File: config.mk
export PLATFORM = sky130hd
export DESIGN_NAME = traffic_display
export DESIGN_NICKNAME = d
export VERILOG_FILES = /design/src/rtl/traffic_display.sv
export SDC_FILE = /design/constraint.sdc
export NUM_CORES = 1
export LEC_CHECK = 0
export BUFFER_PORTS_ARGS = -buffer_cell sky130_fd_sc_hd__buf_2
export CAP_MARGIN = 20
export CELL_PAD_IN_SITES_DETAIL_PLACEMENT = 1
export CELL_PAD_IN_SITES_GLOBAL_PLACEMENT = 2
export CORE_MARGIN = 2
export CORE_UTILIZATION = 37
export CTS_CLUSTER_DIAMETER = 60
export DETAILED_ROUTE_END_ITERATION = 8
export GPL_ROUTABILITY_DRIVEN = 0
export PLACE_DENSITY = 0.84
export SLEW_MARGIN = 20
export SYNTH_ARGS = -nofsm -noshare
export SYNTH_HDL_FRONTEND = slang
export SYNTH_SLANG_ARGS = --single-unit
File: constraint.sdc
create_clock -name clk -period 2.55 [get_ports clk]
set_clock_uncertainty 0.1 [all_clocks]
set_input_delay 0.51 -clock clk [delete_from_list [all_inputs] [get_ports clk]]
set_output_delay 0.51 -clock clk [all_outputs]
set_load 0.02 [all_outputs]
File: src/rtl/traffic_display.sv
// -----------------------------------------------------------------------------
// traffic_display
//
// Output stage of the traffic-light counter. Drives a 2-digit multiplexed,
// common-anode 7-segment display that shows the countdown value, plus three
// phase lamps. All outputs are registered.
//
// Optional feature macro: TRAFFIC_YELLOW_BLINK_EN
//   When defined, the yellow lamp blinks with a half-period of BLINK_DIV
//   clocks and starts lit on entry to the yellow phase. When undefined, the
//   yellow lamp is steady and BLINK_DIV is ignored.
//
// Parameters:
//   SCAN_DIV  - clocks per digit slot (>= 1)
//   BLINK_DIV - clocks per yellow blink half-period (>= 1)
//
// Ports:
//   clk    - system clock, rising edge
//   reset  - asynchronous active-low reset
//   count  - countdown value 0..15
//   gyr    - phase code: 0 green, 1 yellow, 2..7 red
//   seg    - segment drive, active-low, {g,f,e,d,c,b,a}
//   an     - digit enables, active-low; an[0] ones, an[1] tens
//   lamp_g - green lamp, active-high
//   lamp_y - yellow lamp, active-high
//   lamp_r - red lamp, active-high
// -----------------------------------------------------------------------------
module traffic_display #(
    parameter int SCAN_DIV  = 50000,
    parameter int BLINK_DIV = 25000000
) (
    input  logic       clk,
    input  logic       reset,
    input  logic [3:0] count,
    input  logic [2:0] gyr,
    output logic [6:0] seg,
    output logic [1:0] an,
    output logic       lamp_g,
    output logic       lamp_y,
    output logic       lamp_r
);

    localparam int PW = (SCAN_DIV > 1) ? $clog2(SCAN_DIV) : 1;
    localparam logic [PW-1:0] SCAN_LAST = PW'(SCAN_DIV - 1);

    // Active-low segment pattern for one decimal digit; out-of-range blanks.
    function automatic logic [6:0] font(input logic [3:0] d);
        logic [6:0] f;
        case (d)
            4'd0:    f = 7'h40;
            4'd1:    f = 7'h79;
            4'd2:    f = 7'h24;
            4'd3:    f = 7'h30;
            4'd4:    f = 7'h19;
            4'd5:    f = 7'h12;
            4'd6:    f = 7'h02;
            4'd7:    f = 7'h78;
            4'd8:    f = 7'h00;
            4'd9:    f = 7'h10;
            default: f = 7'h7F;
        endcase
        return f;
    endfunction

    logic [3:0]    cnt_r;
    logic [2:0]    gyr_r;
    logic [PW-1:0] prescale_r;
    logic          digit_sel_r;

    logic          tens_s;
    logic [3:0]    ones_s;
    logic          wrap_s;
    logic [6:0]    seg_nxt_s;
    logic [1:0]    an_nxt_s;
    logic          lamp_g_nxt_s;
    logic          lamp_y_sel_s;
    logic          lamp_y_nxt_s;
    logic          lamp_r_nxt_s;

    // Unconditional input capture; decouples the display from the counter stage.
    always_ff @(posedge clk or negedge reset) begin
        if (!reset) begin
            cnt_r <= 4'd0;
            gyr_r <= 3'd0;
        end else begin
            cnt_r <= count;
            gyr_r <= gyr;
        end
    end

    // BCD split: cnt_r never exceeds 15, so the tens digit is a single bit.
    always_comb begin
        tens_s = (cnt_r >= 4'd10);
        if (tens_s) begin
            ones_s = cnt_r - 4'd10;
        end else begin
            ones_s = cnt_r;
        end
    end

    assign wrap_s = (prescale_r == SCAN_LAST);

    // Scan prescaler; slot timing runs freely and is unaffected by data changes.
    always_ff @(posedge clk or negedge reset) begin
        if (!reset) begin
            prescale_r  <= '0;
            digit_sel_r <= 1'b0;
        end else if (wrap_s) begin
            prescale_r  <= '0;
            digit_sel_r <= ~digit_sel_r;
        end else begin
            prescale_r  <= prescale_r + {{(PW-1){1'b0}}, 1'b1};
            digit_sel_r <= digit_sel_r;
        end
    end

    // Digit multiplex; a zero tens digit is blanked rather than shown as '0'.
    always_comb begin
        seg_nxt_s = 7'h7F;
        an_nxt_s  = 2'b11;
        if (!digit_sel_r) begin
            an_nxt_s  = 2'b10;
            seg_nxt_s = font(ones_s);
        end else if (tens_s) begin
            an_nxt_s  = 2'b01;
            seg_nxt_s = font(4'd1);
        end else begin
            an_nxt_s  = 2'b11;
            seg_nxt_s = 7'h7F;
        end
    end

    // Lamp decode; every code above yellow is red, so exactly one lamp is lit.
    always_comb begin
        lamp_g_nxt_s = 1'b0;
        lamp_y_sel_s = 1'b0;
        lamp_r_nxt_s = 1'b0;
        case (gyr_r)
            3'd0:    lamp_g_nxt_s = 1'b1;
            3'd1:    lamp_y_sel_s = 1'b1;
            default: lamp_r_nxt_s = 1'b1;
        endcase
    end

`ifdef TRAFFIC_YELLOW_BLINK_EN
    localparam int BW = (BLINK_DIV > 1) ? $clog2(BLINK_DIV) : 1;
    localparam logic [BW-1:0] BLINK_LAST = BW'(BLINK_DIV - 1);

    logic [BW-1:0] blink_cnt_r;
    logic          blink_phase_r;

    // Blink timer; parked lit outside yellow so the lamp lights on entry.
    always_ff @(posedge clk or negedge reset) begin
        if (!reset) begin
            blink_cnt_r   <= '0;
            blink_phase_r <= 1'b1;
        end else if (gyr_r != 3'd1) begin
            blink_cnt_r   <= '0;
            blink_phase_r <= 1'b1;
        end else if (blink_cnt_r == BLINK_LAST) begin
            blink_cnt_r   <= '0;
            blink_phase_r <= ~blink_phase_r;
        end else begin
            blink_cnt_r   <= blink_cnt_r + {{(BW-1){1'b0}}, 1'b1};
            blink_phase_r <= blink_phase_r;
        end
    end

    assign lamp_y_nxt_s = lamp_y_sel_s & blink_phase_r;
`else
    assign lamp_y_nxt_s = lamp_y_sel_s;
`endif

    // Output registers; reset blanks the display and darkens all lamps.
    always_ff @(posedge clk or negedge reset) begin
        if (!reset) begin
            seg    <= 7'h7F;
            an     <= 2'b11;
            lamp_g <= 1'b0;
            lamp_y <= 1'b0;
            lamp_r <= 1'b0;
        end else begin
            seg    <= seg_nxt_s;
            an     <= an_nxt_s;
            lamp_g <= lamp_g_nxt_s;
            lamp_y <= lamp_y_nxt_s;
            lamp_r <= lamp_r_nxt_s;
        end
    end

endmodule

==> flow_summary.toml <==
[sta]
slew_violations = 0
rsz0062_at_grt = "false"
setup_violations = 0
max_slew.worst_pin.slew_ns = 0.778
slew_headroom_pct = 48.1
tns_ns = 0
fin_crit_ns = 1.99
finalHoldViolCount = 0
fmax_mhz = 503
period_share_pct = 78.0

[drt]
post_drt_via_cell_ratio = 5.10
drt_first_iter_violations = 50
ant_nets = 0
wl_per_cell_um = 14.6
drc = 0
dr.pass1.iters = 3
vias = 1116
wirelength_mm = 3.20

[cts]
cts_resized = 0
postCtsSetupRepairBufs = 0
cts_root_buf = "clkbuf_8"
htreeDepth = 2
cts_tree = "done"
cts_num_sinks = 36
clockBufferDepth = 2
insertion_delay_ns = 0.28
path_clk_slew_ns = 0.07
cts-buffers-inserted = 5
ctsHoldBuffers = 0

[final_layout]
layout-drive-gt1-share_pct = 25.4
nets = 182
n_antenna_cell = 0
area_delta_synth_final_pct = 16.3
fin_util_pct = 45.7

[setup_path]
path_cells = "ha_1 -> and3_1 -> nand2_1 -> nor4_4 -> and2b_2"
crit_path_end_kind = "flip-flop"
slowest_stage = "nor4_4"
critPathMaxFanout = 7
path_buf_inv = 0
crit_arrival_ns = 2.06
worst-path-stages = 5
crit_required_ns = 2.62
slowest_delay_ns = 0.53
ff2ff_path_depth = 5
cp-start-kind = "flip-flop"
crit_type = "flip-flop to flip-flop"
cpLargestDelayFamily = "simple AND/OR/NAND/NOR gates"

[die]
rows = 23
die-area_um2 = 4880
core_um2 = 4090
die_h_um = 69.8
pin_count = 21
initial_core_util_pct = 39.3
die_width_um = 69.8

[grt]
grt_pass1_vias = 1263
antenna_found_initial = 0
grt_usage_pct = 14.5
grt_pass1_wl_mm = 5.71
grt_max_degree = 37
grt_overflow_total = 0

[synth]
synth_fa_ha_area_share_pct = 3.90
avgSynthCellArea_um2 = 11.1
synth.area.mux_share_pct = 1.33
synthTopCellsByArea = "dfrtp_1 42%, dfstp_2 15%, xor2_1 4.4%, ha_1 3.9%, nor2_1 3.3%"
syn_nets = 159
yosysUniqueCellTypes = 38
synthCells = 145
synth_xor_area_share_pct = 7.64
synth_edf_count = 0
synth_compound_area_share_pct = 8.19
ys_async_sr_fraction_pct = 100
synth_top_area_share_pct = 42.1
yosys_register_bits = 36
synth_top_area_cell = "dfrtp_1"
yosys.area_share.simple_pct = 19.4
netlist_area_um2 = 1600
synth_top_family_by_area = "simple AND/OR/NAND/NOR gates"
ys_seq_area_share_pct = 56.9
synthFlopType = "dfrtp_1"
yosys_warnings = 0

[min_path]
hp-class = "input port to async pin"

[power]
peakVddDrop_v = 0.000313
p_total_w = 0.00120
p_leak_nw = 0.871
powerDensity_nw_per_um2 = 645

[run_status]
status = "complete, no violations"

[flow_run]
max-cap-violations = 0

[placement]
dp.final_hpwl_mm = 2.41
portBuffers = 20
cell usage in the layout (no fill, tap or decap), drive strengths merged, types with 2 or more instances in the layout:
cell / instances
a21oi: 5
and3: 4
buf: 21
clkbuf: 5
dfrtp: 27
dfstp: 9
ha: 5
inv: 6
nand2: 9
nand3: 9
nand3b: 2
nand4: 4
nor2: 14
nor3: 2
nor3b: 2
nor4: 3
o21a: 2
o21ai: 6
o21bai: 2
xnor2: 6
xor2: 8
Yosys cell counts, types with 2 or more instances:
| library cell | instances |
|---|---|
| a21oi_1 | 5 |
| and3_1 | 4 |
| clkbuf_1 | 4 |
| dfrtp_1 | 27 |
| dfstp_2 | 9 |
| ha_1 | 5 |
| inv_1 | 6 |
| nand2_1 | 9 |
| nand3_1 | 9 |
| nand3b_1 | 2 |
| nand4_1 | 4 |
| nor2_1 | 14 |
| nor3_1 | 2 |
| nor3b_1 | 2 |
| o21a_1 | 2 |
| o21ai_0 | 6 |
| o21bai_1 | 2 |
| xnor2_1 | 6 |
| xor2_1 | 8 |
per-layer routing:
layer,part of all wire (%),up-vias,GRT usage (%)
met1,43,558,17.0
met5,0,-,0
met4,0.84,0,5.13
met2,55,8,26.1
met3,1.5,2,2.76
li1,-,548,-
area by class of cell:
cell class	count	area (um2)
timing repair buffer	21	108
tap	50	62.6
clock inverter	3	42.5
inverter	6	22.5
fill	458	2220
clock buffer	5	68.8
sequential	36	912
multi-input combinational	98	649
worst reg2reg max path: cells and delay by family (launching register included):
kind / cells / cell delay (ns)
AND/OR/NAND/NOR: 4 / 1.18
flip-flops: 1 / 0.38
adder cells (fa/ha/maj): 1 / 0.22
path summary, 6_finish.rpt:
check	start	to	slack [ns]
min in group clk	gyr[2]	gyr_r[2]$_DFF_PN0_	0.23
setup reg to reg	prescale_r[0]$_DFF_PN0_	prescale_r[1]$_DFF_PN0_	0.56
hold / removal	reset	prescale_r[6]$_DFF_PN0_	0.20
hold reg to reg	gyr_r[0]$_DFF_PN0_	lamp_g$_DFF_PN0_	0.33
max in group asynchronous	reset	prescale_r[8]$_DFF_PN0_	1.65
setup / recovery	prescale_r[0]$_DFF_PN0_	prescale_r[1]$_DFF_PN0_	0.56
logic make-up (layout without fill, tap and decap cells):
group                      count (synthesis)  in the layout
buffers and inverters                     11             35
and+or+nand+nor                           56             56
AOI/OAI and AO/OA                         21             21
xor gates and xnor gates                  14             14
adders and majority gates                  5              5
muxes                                      2              2
DFF                                       36             36
metrics by stage:
step                area (um2)  hold slack (ns)  worst slack (ns)  cells
floorplan                 1600            0.114             0.745    145
global placement          1750            0.307             0.620    211
detailed placement        1750            0.325             0.562    211
CTS                       1870            0.214             0.544    219
global route              1870            0.219             0.367    219
finish                    1870            0.202             0.561    219
sequential cells by signal, indices dropped and copies added (netlist names):
| register | count |
|---|---|
| prescale_r | 16 |
| seg | 7 |
| cnt_r | 4 |
| gyr_r | 3 |
| an | 2 |
| digit_sel_r | 1 |
| lamp_g | 1 |
| lamp_r | 1 |
| lamp_y | 1 |
power by group:
group | total [W] | internal [W] | leakage [nW] | switching [W]
Sequential | 0.000612 | 0.000601 | 0.436 | 0.0000110
Combinational | 0.000103 | 0.0000365 | 0.380 | 0.0000661
Clock | 0.000488 | 0.000289 | 0.0541 | 0.000199
Total | 0.00120 | 0.000927 | 0.871 | 0.000276
Note: power is estimated with default switching activity, not from simulation.
